--- config.mk ---
export PLATFORM = sky130hd
export DESIGN_NAME = pipeline_hazard_ctrl_flat
export DESIGN_NICKNAME = d
export VERILOG_FILES = /design/src/rtl/pipeline_hazard_ctrl_pkg.sv /design/src/rtl/pipeline_hazard_ctrl_if.sv /design/src/rtl/pipeline_hazard_ctrl_sat_counter.sv /design/src/rtl/pipeline_hazard_ctrl.sv /design/src/flat_wrapper.sv
export SDC_FILE = /design/constraint.sdc
export NUM_CORES = 1
export LEC_CHECK = 0
export ABC_AREA = 1
export CORE_ASPECT_RATIO = 1.4
export CORE_UTILIZATION = 45
export DETAILED_ROUTE_END_ITERATION = 8
export GPL_TIMING_DRIVEN = 0
export PLACE_DENSITY = 0.77
export RECOVER_POWER = 25
export SLEW_MARGIN = 20
export SYNTH_ARGS = -nofsm -noshare
export SYNTH_HDL_FRONTEND = slang
export SYNTH_SLANG_ARGS = --single-unit
--- constraint.sdc ---
create_clock -name clk -period 6.8 [get_ports clk]
set_input_delay 1.02 -clock clk [delete_from_list [all_inputs] [get_ports clk]]
set_output_delay 1.02 -clock clk [all_outputs]
set_load 0.02 [all_outputs]
--- src/rtl/pipeline_hazard_ctrl_pkg.sv ---
// Shared definitions for the pipeline hazard controller: FSM state encoding,
// NOP control-field values seen by the IR / DOF->EX consumers, default widths.
package pipe_ctrl_pkg;

    typedef enum logic [1:0] {
        ST_RUN  = 2'd0,
        ST_HALT = 2'd1,
        ST_STEP = 2'd2
    } state_e;

    localparam int DEF_REG_ADDR_WIDTH = 3;
    localparam int DEF_CNT_WIDTH      = 16;

    // Control fields a bubbled DOF->EX register carries (no write, no memory
    // write, no branch, no output enable).
    localparam logic       NOP_RW = 1'b0;
    localparam logic       NOP_MW = 1'b0;
    localparam logic [1:0] NOP_BS = 2'b00;
    localparam logic       NOP_OE = 1'b0;

endpackage

--- src/rtl/pipeline_hazard_ctrl_if.sv ---
// Pipeline-side bundle of the hazard controller: operand/destination status
// from DOF/EX/WB, run control, and the load/flush/bubble decisions + counters.
interface pipeline_hazard_ctrl_if
    import pipe_ctrl_pkg::*;
#(
    parameter int REG_ADDR_WIDTH = DEF_REG_ADDR_WIDTH,
    parameter int CNT_WIDTH      = DEF_CNT_WIDTH
);
    logic [REG_ADDR_WIDTH-1:0] dof_aa;
    logic [REG_ADDR_WIDTH-1:0] dof_ba;
    logic                      dof_use_a;
    logic                      dof_use_b;
    logic                      ex_rw;
    logic [REG_ADDR_WIDTH-1:0] ex_da;
    logic                      wb_rw;
    logic [REG_ADDR_WIDTH-1:0] wb_da;
    logic                      ex_branch_taken;
    logic                      halt_req;
    logic                      step;
    logic                      clear_cnt;

    logic                      pc_load_en;
    logic                      pc_sel_branch;
    logic                      ir_load_en;
    logic                      ir_flush;
    logic                      dof_bubble;
    logic                      halted;
    logic [CNT_WIDTH-1:0]      issue_cnt;
    logic [CNT_WIDTH-1:0]      stall_cnt;
    logic [CNT_WIDTH-1:0]      flush_cnt;

    // Pipeline / debug host side.
    modport master (
        output dof_aa, dof_ba, dof_use_a, dof_use_b, ex_rw, ex_da, wb_rw, wb_da,
               ex_branch_taken, halt_req, step, clear_cnt,
        input  pc_load_en, pc_sel_branch, ir_load_en, ir_flush, dof_bubble,
               halted, issue_cnt, stall_cnt, flush_cnt
    );

    // Controller side.
    modport slave (
        input  dof_aa, dof_ba, dof_use_a, dof_use_b, ex_rw, ex_da, wb_rw, wb_da,
               ex_branch_taken, halt_req, step, clear_cnt,
        output pc_load_en, pc_sel_branch, ir_load_en, ir_flush, dof_bubble,
               halted, issue_cnt, stall_cnt, flush_cnt
    );

endinterface

--- src/rtl/pipeline_hazard_ctrl_sat_counter.sv ---
// Saturating up-counter with synchronous clear taking priority over increment.
module sat_counter #(
    parameter int CNT_WIDTH = 16
) (
    input  logic                 clk,
    input  logic                 rst,
    input  logic                 clr,
    input  logic                 inc,
    output logic [CNT_WIDTH-1:0] cnt
);
    localparam logic [CNT_WIDTH-1:0] ONE     = CNT_WIDTH'(1);
    localparam logic [CNT_WIDTH-1:0] ALL_ONE = '1;

    logic [CNT_WIDTH-1:0] cnt_q;
    logic [CNT_WIDTH-1:0] cnt_d;

    // Next count: clear wins, otherwise increment unless already saturated.
    always_comb begin
        cnt_d = cnt_q;
        if (clr) begin
            cnt_d = '0;
        end else if (inc && (cnt_q != ALL_ONE)) begin
            cnt_d = cnt_q + ONE;
        end
    end

    // Count register.
    always_ff @(posedge clk or posedge rst) begin
        if (rst) begin
            cnt_q <= '0;
        end else begin
            cnt_q <= cnt_d;
        end
    end

    assign cnt = cnt_q;

endmodule

--- src/rtl/pipeline_hazard_ctrl.sv ---
// Pipeline hazard controller: RAW stall detection against EX/WB writers,
// taken-branch squash, halt/single-step run control and debug counters.
//
//   state   | meaning
//   --------+-----------------------------------------------------------
//   ST_RUN  | free running; issues whenever no hazard
//   ST_HALT | fetch/issue frozen, EX/WB drain; step may grant one issue
//   ST_STEP | one instruction pending; back to HALT on its issue cycle
module pipeline_hazard_ctrl
    import pipe_ctrl_pkg::*;
#(
    parameter int REG_ADDR_WIDTH = DEF_REG_ADDR_WIDTH,
    parameter int CNT_WIDTH      = DEF_CNT_WIDTH,
    parameter int START_RUNNING  = 1,
    parameter int R0_HARDWIRED   = 0
) (
    input  logic                  clk,
    input  logic                  reset,
    pipeline_hazard_ctrl_if.slave bus
);
    localparam logic [REG_ADDR_WIDTH-1:0] ADDR_ZERO   = '0;
    localparam bit                        R0_EN       = (R0_HARDWIRED != 0);
    localparam state_e                    RESET_STATE = (START_RUNNING != 0) ? ST_RUN : ST_HALT;

    state_e state_q;
    state_e state_d;

    logic hazard_a;
    logic hazard_b;
    logic hazard;
    logic issue;
    logic inc_issue;
    logic inc_stall;
    logic inc_flush;
    logic pc_load_en;
    logic pc_sel_branch;
    logic ir_load_en;
    logic ir_flush;
    logic dof_bubble;

    logic [CNT_WIDTH-1:0] issue_cnt;
    logic [CNT_WIDTH-1:0] stall_cnt;
    logic [CNT_WIDTH-1:0] flush_cnt;

    // RAW hazard: a read source matches a pending EX or WB write (R0 optionally exempt).
    always_comb begin
        hazard_a = bus.dof_use_a && !(R0_EN && (bus.dof_aa == ADDR_ZERO)) &&
                   ((bus.ex_rw && (bus.ex_da == bus.dof_aa)) ||
                    (bus.wb_rw && (bus.wb_da == bus.dof_aa)));
        hazard_b = bus.dof_use_b && !(R0_EN && (bus.dof_ba == ADDR_ZERO)) &&
                   ((bus.ex_rw && (bus.ex_da == bus.dof_ba)) ||
                    (bus.wb_rw && (bus.wb_da == bus.dof_ba)));
        hazard   = hazard_a || hazard_b;
    end

    // State register.
    always_ff @(posedge clk or posedge reset) begin
        if (reset) begin
            state_q <= RESET_STATE;
        end else begin
            state_q <= state_d;
        end
    end

    // Per-cycle priority (branch > halt > hazard > issue) and next state.
    always_comb begin
        pc_load_en    = 1'b0;
        pc_sel_branch = 1'b0;
        ir_load_en    = 1'b0;
        ir_flush      = 1'b0;
        dof_bubble    = 1'b1;
        issue         = 1'b0;
        inc_issue     = 1'b0;
        inc_stall     = 1'b0;
        inc_flush     = 1'b0;
        state_d       = state_q;

        if (bus.ex_branch_taken) begin
            pc_load_en    = 1'b1;
            pc_sel_branch = 1'b1;
            ir_load_en    = 1'b1;
            ir_flush      = 1'b1;
            inc_flush     = 1'b1;
        end else if (state_q == ST_HALT) begin
            dof_bubble = 1'b1;
        end else if (hazard) begin
            inc_stall = 1'b1;
        end else begin
            pc_load_en = 1'b1;
            ir_load_en = 1'b1;
            dof_bubble = 1'b0;
            issue      = 1'b1;
            inc_issue  = 1'b1;
        end

        // A flush cycle never moves the FSM, so a pending step survives it.
        if (!bus.ex_branch_taken) begin
            case (state_q)
                ST_RUN: begin
                    if (bus.halt_req) state_d = ST_HALT;
                end
                ST_HALT: begin
                    if (!bus.halt_req)  state_d = ST_RUN;
                    else if (bus.step)  state_d = ST_STEP;
                end
                ST_STEP: begin
                    if (issue) state_d = ST_HALT;
                end
                default: state_d = RESET_STATE;
            endcase
        end

        // Reset holds the pipeline frozen with a NOP in IR and a bubble into EX.
        if (reset) begin
            pc_load_en    = 1'b0;
            pc_sel_branch = 1'b0;
            ir_load_en    = 1'b0;
            ir_flush      = 1'b1;
            dof_bubble    = 1'b1;
            inc_issue     = 1'b0;
            inc_stall     = 1'b0;
            inc_flush     = 1'b0;
        end
    end

    sat_counter #(.CNT_WIDTH(CNT_WIDTH)) u_issue_cnt (
        .clk (clk),
        .rst (reset),
        .clr (bus.clear_cnt),
        .inc (inc_issue),
        .cnt (issue_cnt)
    );

    sat_counter #(.CNT_WIDTH(CNT_WIDTH)) u_stall_cnt (
        .clk (clk),
        .rst (reset),
        .clr (bus.clear_cnt),
        .inc (inc_stall),
        .cnt (stall_cnt)
    );

    sat_counter #(.CNT_WIDTH(CNT_WIDTH)) u_flush_cnt (
        .clk (clk),
        .rst (reset),
        .clr (bus.clear_cnt),
        .inc (inc_flush),
        .cnt (flush_cnt)
    );

    assign bus.pc_load_en    = pc_load_en;
    assign bus.pc_sel_branch = pc_sel_branch;
    assign bus.ir_load_en    = ir_load_en;
    assign bus.ir_flush      = ir_flush;
    assign bus.dof_bubble    = dof_bubble;
    assign bus.halted        = (state_q == ST_HALT);
    assign bus.issue_cnt     = issue_cnt;
    assign bus.stall_cnt     = stall_cnt;
    assign bus.flush_cnt     = flush_cnt;

endmodule

--- src/flat_wrapper.sv ---
// flat-port wrapper written by rule: the top's interface ports become plain ports
module pipeline_hazard_ctrl_flat import pipe_ctrl_pkg::*;
#(
    parameter int REG_ADDR_WIDTH = DEF_REG_ADDR_WIDTH,
    parameter int CNT_WIDTH      = DEF_CNT_WIDTH,
    parameter int START_RUNNING  = 1,
    parameter int R0_HARDWIRED   = 0
)
  (clk, reset, bus_dof_aa, bus_dof_ba, bus_dof_use_a, bus_dof_use_b, bus_ex_rw, bus_ex_da, bus_wb_rw, bus_wb_da, bus_ex_branch_taken, bus_halt_req, bus_step, bus_clear_cnt, bus_pc_load_en, bus_pc_sel_branch, bus_ir_load_en, bus_ir_flush, bus_dof_bubble, bus_halted, bus_issue_cnt, bus_stall_cnt, bus_flush_cnt);
  pipeline_hazard_ctrl_if #(.REG_ADDR_WIDTH(REG_ADDR_WIDTH), .CNT_WIDTH(CNT_WIDTH)) bus_i ();
  input  logic clk;
  input  logic reset;
  input wire logic [$bits(bus_i.dof_aa)-1:0] bus_dof_aa;
  input wire logic [$bits(bus_i.dof_ba)-1:0] bus_dof_ba;
  input wire logic [$bits(bus_i.dof_use_a)-1:0] bus_dof_use_a;
  input wire logic [$bits(bus_i.dof_use_b)-1:0] bus_dof_use_b;
  input wire logic [$bits(bus_i.ex_rw)-1:0] bus_ex_rw;
  input wire logic [$bits(bus_i.ex_da)-1:0] bus_ex_da;
  input wire logic [$bits(bus_i.wb_rw)-1:0] bus_wb_rw;
  input wire logic [$bits(bus_i.wb_da)-1:0] bus_wb_da;
  input wire logic [$bits(bus_i.ex_branch_taken)-1:0] bus_ex_branch_taken;
  input wire logic [$bits(bus_i.halt_req)-1:0] bus_halt_req;
  input wire logic [$bits(bus_i.step)-1:0] bus_step;
  input wire logic [$bits(bus_i.clear_cnt)-1:0] bus_clear_cnt;
  output wire logic [$bits(bus_i.pc_load_en)-1:0] bus_pc_load_en;
  output wire logic [$bits(bus_i.pc_sel_branch)-1:0] bus_pc_sel_branch;
  output wire logic [$bits(bus_i.ir_load_en)-1:0] bus_ir_load_en;
  output wire logic [$bits(bus_i.ir_flush)-1:0] bus_ir_flush;
  output wire logic [$bits(bus_i.dof_bubble)-1:0] bus_dof_bubble;
  output wire logic [$bits(bus_i.halted)-1:0] bus_halted;
  output wire logic [$bits(bus_i.issue_cnt)-1:0] bus_issue_cnt;
  output wire logic [$bits(bus_i.stall_cnt)-1:0] bus_stall_cnt;
  output wire logic [$bits(bus_i.flush_cnt)-1:0] bus_flush_cnt;
  assign bus_i.dof_aa = bus_dof_aa;
  assign bus_i.dof_ba = bus_dof_ba;
  assign bus_i.dof_use_a = bus_dof_use_a;
  assign bus_i.dof_use_b = bus_dof_use_b;
  assign bus_i.ex_rw = bus_ex_rw;
  assign bus_i.ex_da = bus_ex_da;
  assign bus_i.wb_rw = bus_wb_rw;
  assign bus_i.wb_da = bus_wb_da;
  assign bus_i.ex_branch_taken = bus_ex_branch_taken;
  assign bus_i.halt_req = bus_halt_req;
  assign bus_i.step = bus_step;
  assign bus_i.clear_cnt = bus_clear_cnt;
  assign bus_pc_load_en = bus_i.pc_load_en;
  assign bus_pc_sel_branch = bus_i.pc_sel_branch;
  assign bus_ir_load_en = bus_i.ir_load_en;
  assign bus_ir_flush = bus_i.ir_flush;
  assign bus_dof_bubble = bus_i.dof_bubble;
  assign bus_halted = bus_i.halted;
  assign bus_issue_cnt = bus_i.issue_cnt;
  assign bus_stall_cnt = bus_i.stall_cnt;
  assign bus_flush_cnt = bus_i.flush_cnt;
  pipeline_hazard_ctrl #(.REG_ADDR_WIDTH(REG_ADDR_WIDTH), .CNT_WIDTH(CNT_WIDTH), .START_RUNNING(START_RUNNING), .R0_HARDWIRED(R0_HARDWIRED)) u_core (.clk(clk), .reset(reset), .bus(bus_i));
endmodule
==> out/metrics.yaml <==
layout:
  diodes: 0
  nNetsFinal: 631
  layout-drive-gt1-share_pct: 6.26
  final_util_pct: 60.2
  n_fill_cell: 719
  final_cells: 704
  area_growth_pct: 27.4
sta:
  report.final.slew_viol_count: 0
  setup_tns_ns: 0
  finClkSkew_ns: 0.0135
  worst_pin_slew_ns: 1.19
  max_freq_ghz: 0.196
  maxSlewHeadroom_pct: 20.9
  grt_setup_unrepaired: "no"
  period_minus_slack_ns: 5.09
  setup_slack_ns: 1.71
  period_share_pct: 74.9
  timing.hold.ws_ns: 0.529
  finalSetupViolations: 0
  hold_violations: 0
clock_network:
  cts_sinks: 50
  cts_hold_buf: 0
  post_cts_resized: 0
  cts_tree: "built"
  cts_setup_buffers: 0
  cts_max_path_buffers: 2
  clk_pin_slew_ns: 0.08
  clkLatencyLatePin_ns: 0.30
  htreeDepth: 2
  cts-buffers-inserted: 5
  cts_root_buf: "clkbuf_8"
worst_setup_path:
  reg2reg_slack_ns: 4.88
  r2r_start: "u_core.u_stall_cnt.cnt[0]$_DFFE_PP0P_"
  critPathLaunchType: "input port"
  worstPathArrival_ns: 4.07
  cp_max_fo: 32
  path_class: "input port to output pin"
  cp-end-kind: "output pin"
  worstPathRequired_ns: 5.78
  timing.rr.end: "u_core.u_stall_cnt.cnt[6]$_DFFE_PP0P_"
  ff2ff_path_depth: 9
worst_hold_path:
  hp-start: "u_core.state_q[1]$_DFFE_PP0P_"
  hp-class: "flip-flop to flip-flop"
  hold_end: "u_core.state_q[1]$_DFFE_PP0P_"
  whs_path_depth: 2
placed_design:
  place_ws_ns: 2.15
  dp_hpwl_um: 6960
  gp_congestion: 0.953
  port_buffers: 74
  placed_cells: 696
grt:
  grt.total_usage_pct: 23.6
  grt_pass1_wl_um: 15900
  grt_pass1_vias: 3601
  grt_max_degree: 33
  grt-ovfl-total: 0
  antenna_found_initial: 0
route:
  wl_um: 9270
  post_drt_wl_per_cell_um: 13.2
  vias: 3698
  post-route-drc-count: 0
  viasPerCell: 5.25
  ant_nets: 0
  drt_iter0_drc: 143
  drt_pass1_iterations: 5
synth:
  synth_top_family_by_area: "simple AND/OR/NAND/NOR gates"
  yosysWarningCount: 0
  yosys.area.top_type_share_pct: 35.3
  synth-adder-area-share_pct: 1.06
  synth_xor_area_share_pct: 6.67
  yosys.area_share.simple_pct: 44.3
  synth_mux_area_share_pct: 0
  yosysUniqueCellTypes: 30
  synth.net_count: 549
  syn_area_per_cell_um2: 6.76
  synthCells: 524
  synth_seq_cells: 50
  netlist_top_cells_area: "dfrtp_1 (35%), nand2_1 (16%), nand3_1 (8.5%), nor2_1 (7.0%), inv_1 (6.2%)"
  synthesis.area_mm2: 0.00354
  synth_compound_area_share_pct: 3.11
  yosysSeqAreaShare_pct: 35.3
  yosysTopAreaCell: "dfrtp_1"
pwr:
  ir_drop_uv: 90.0
  power.leakage_nw: 2.11
  power.density_mw_per_mm2: 150
floorplanning:
  die_y_um: 107
  rows: 37
  die_w_um: 77.0
  dieArea_mm2: 0.00824
  start_util_pct: 47.3
  fp.coreArea_mm2: 0.00750
  ios: 76
run:
  drv_cap: 0
status:
  status: "completed"
-- critical path: stages --
cell	delay, ns
dlygate4sd3_1	0.57
inv_1	0.87
nand2_1	0.19
nor2_2	0.28
inv_1	0.11
nor2_4	0.23
buf_4	0.21
inv_1	0.05
clkdlybuf4s50_1	0.53
-- layout by cell type, fill, tap and decap left out, drive strengths merged --
master	count
ha	3
nor2	73
dfrtp	50
or2	1
clkbuf	12
a21oi	7
nand3	61
nand3b	1
xor2	21
nor3	20
clkdlybuf4s50	73
o31ai	4
nor3b	1
dlygate4sd3	1
inv	61
buf	13
nand4	28
o21ai	9
bufinv	1
nand2	160
and2	1
xnor2	6
-- cell type report --
class	instances	area [µm²]	share of cell area [%]
clock inverters	1	30.0	0.665
inverters	61	229	5.07
well taps	97	121	2.69
multi-input cells	396	1950	43.3
repair buffers	75	744	16.5
flip-flops and latches	50	1250	27.7
clock buffers	7	76.3	1.69
plain buffers	17	110	2.44
-- how the worst max path moves through the flow --
stage	startpoint	end	slack [ns]	cells past startpoint
2_1_floorplan	reset	bus_dof_bubble	2.38	7
3_3_place_gp	reset	bus_dof_bubble	1.12	9
3_5_place_dp	reset	bus_dof_bubble	2.15	9
4_1_cts	reset	bus_dof_bubble	2.14	9
5_1_grt	reset	bus_dof_bubble	1.30	9
6_report	reset	bus_dof_bubble	1.71	9
-- cell usage after synthesis --
cell and count:
nand2_1 154, xor2_1 21, nand4_1 26, o31ai_1 4
nand2_4 2, a21oi_1 7, nor3_2 1, nand4_2 2
nor2_2 4, xnor2_1 6, o21ai_0 9, buf_2 4
nor3b_1 1, dfrtp_1 50, buf_1 1, nand3b_1 1
and2_1 1, nand2_2 4, nor2_1 66, or2_2 1
ha_1 3, buf_6 3, clkbuf_1 4, buf_4 5
nand3_1 60, nor2_4 3, inv_1 59, inv_2 2
nor3_1 19, nand3_4 1
-- per-layer routing --
metal  track usage (%)  part of all wire [%]  wire length, µm
met1              28.6                    42             3900
met2              42.7                    51             4740
met3              2.98                   4.7              432
met4              8.49                   2.2              201
met5                 0                     0                0
-- power breakdown --
part	switching [mW]	internal, mW
clock	0.0973	0.110
combinational	0.0916	0.0617
sequential	0.0113	0.307
total	0.200	0.479
-- sequential cells by signal, summed over array words and instances, names as in the netlist --
name and cells:
u_core.u_flush_cnt.cnt 16, u_core.u_issue_cnt.cnt 16, u_core.u_stall_cnt.cnt 16, u_core.state_q 2
-- per-stage QoR --
stage | power, mW | instance area, µm²
2_1_floorplan | 0.418 | 3540
3_3_place_gp | 0.474 | 4410
3_5_place_dp | 0.479 | 4430
4_1_cts | 0.688 | 4540
5_1_grt | 0.716 | 4520
6_report | 0.679 | 4520
-- cells by family (layout without fill, tap and decap cells) --
group	after synthesis	in the layout
AO/OA/AOI/OAI	20	20
adder cells (fa/ha/maj)	3	3
buffers and inverters	78	161
flip-flops	50	50
AND/OR/NAND/NOR	346	346
XOR/XNOR	27	27
(Power assumes the default switching activity.)
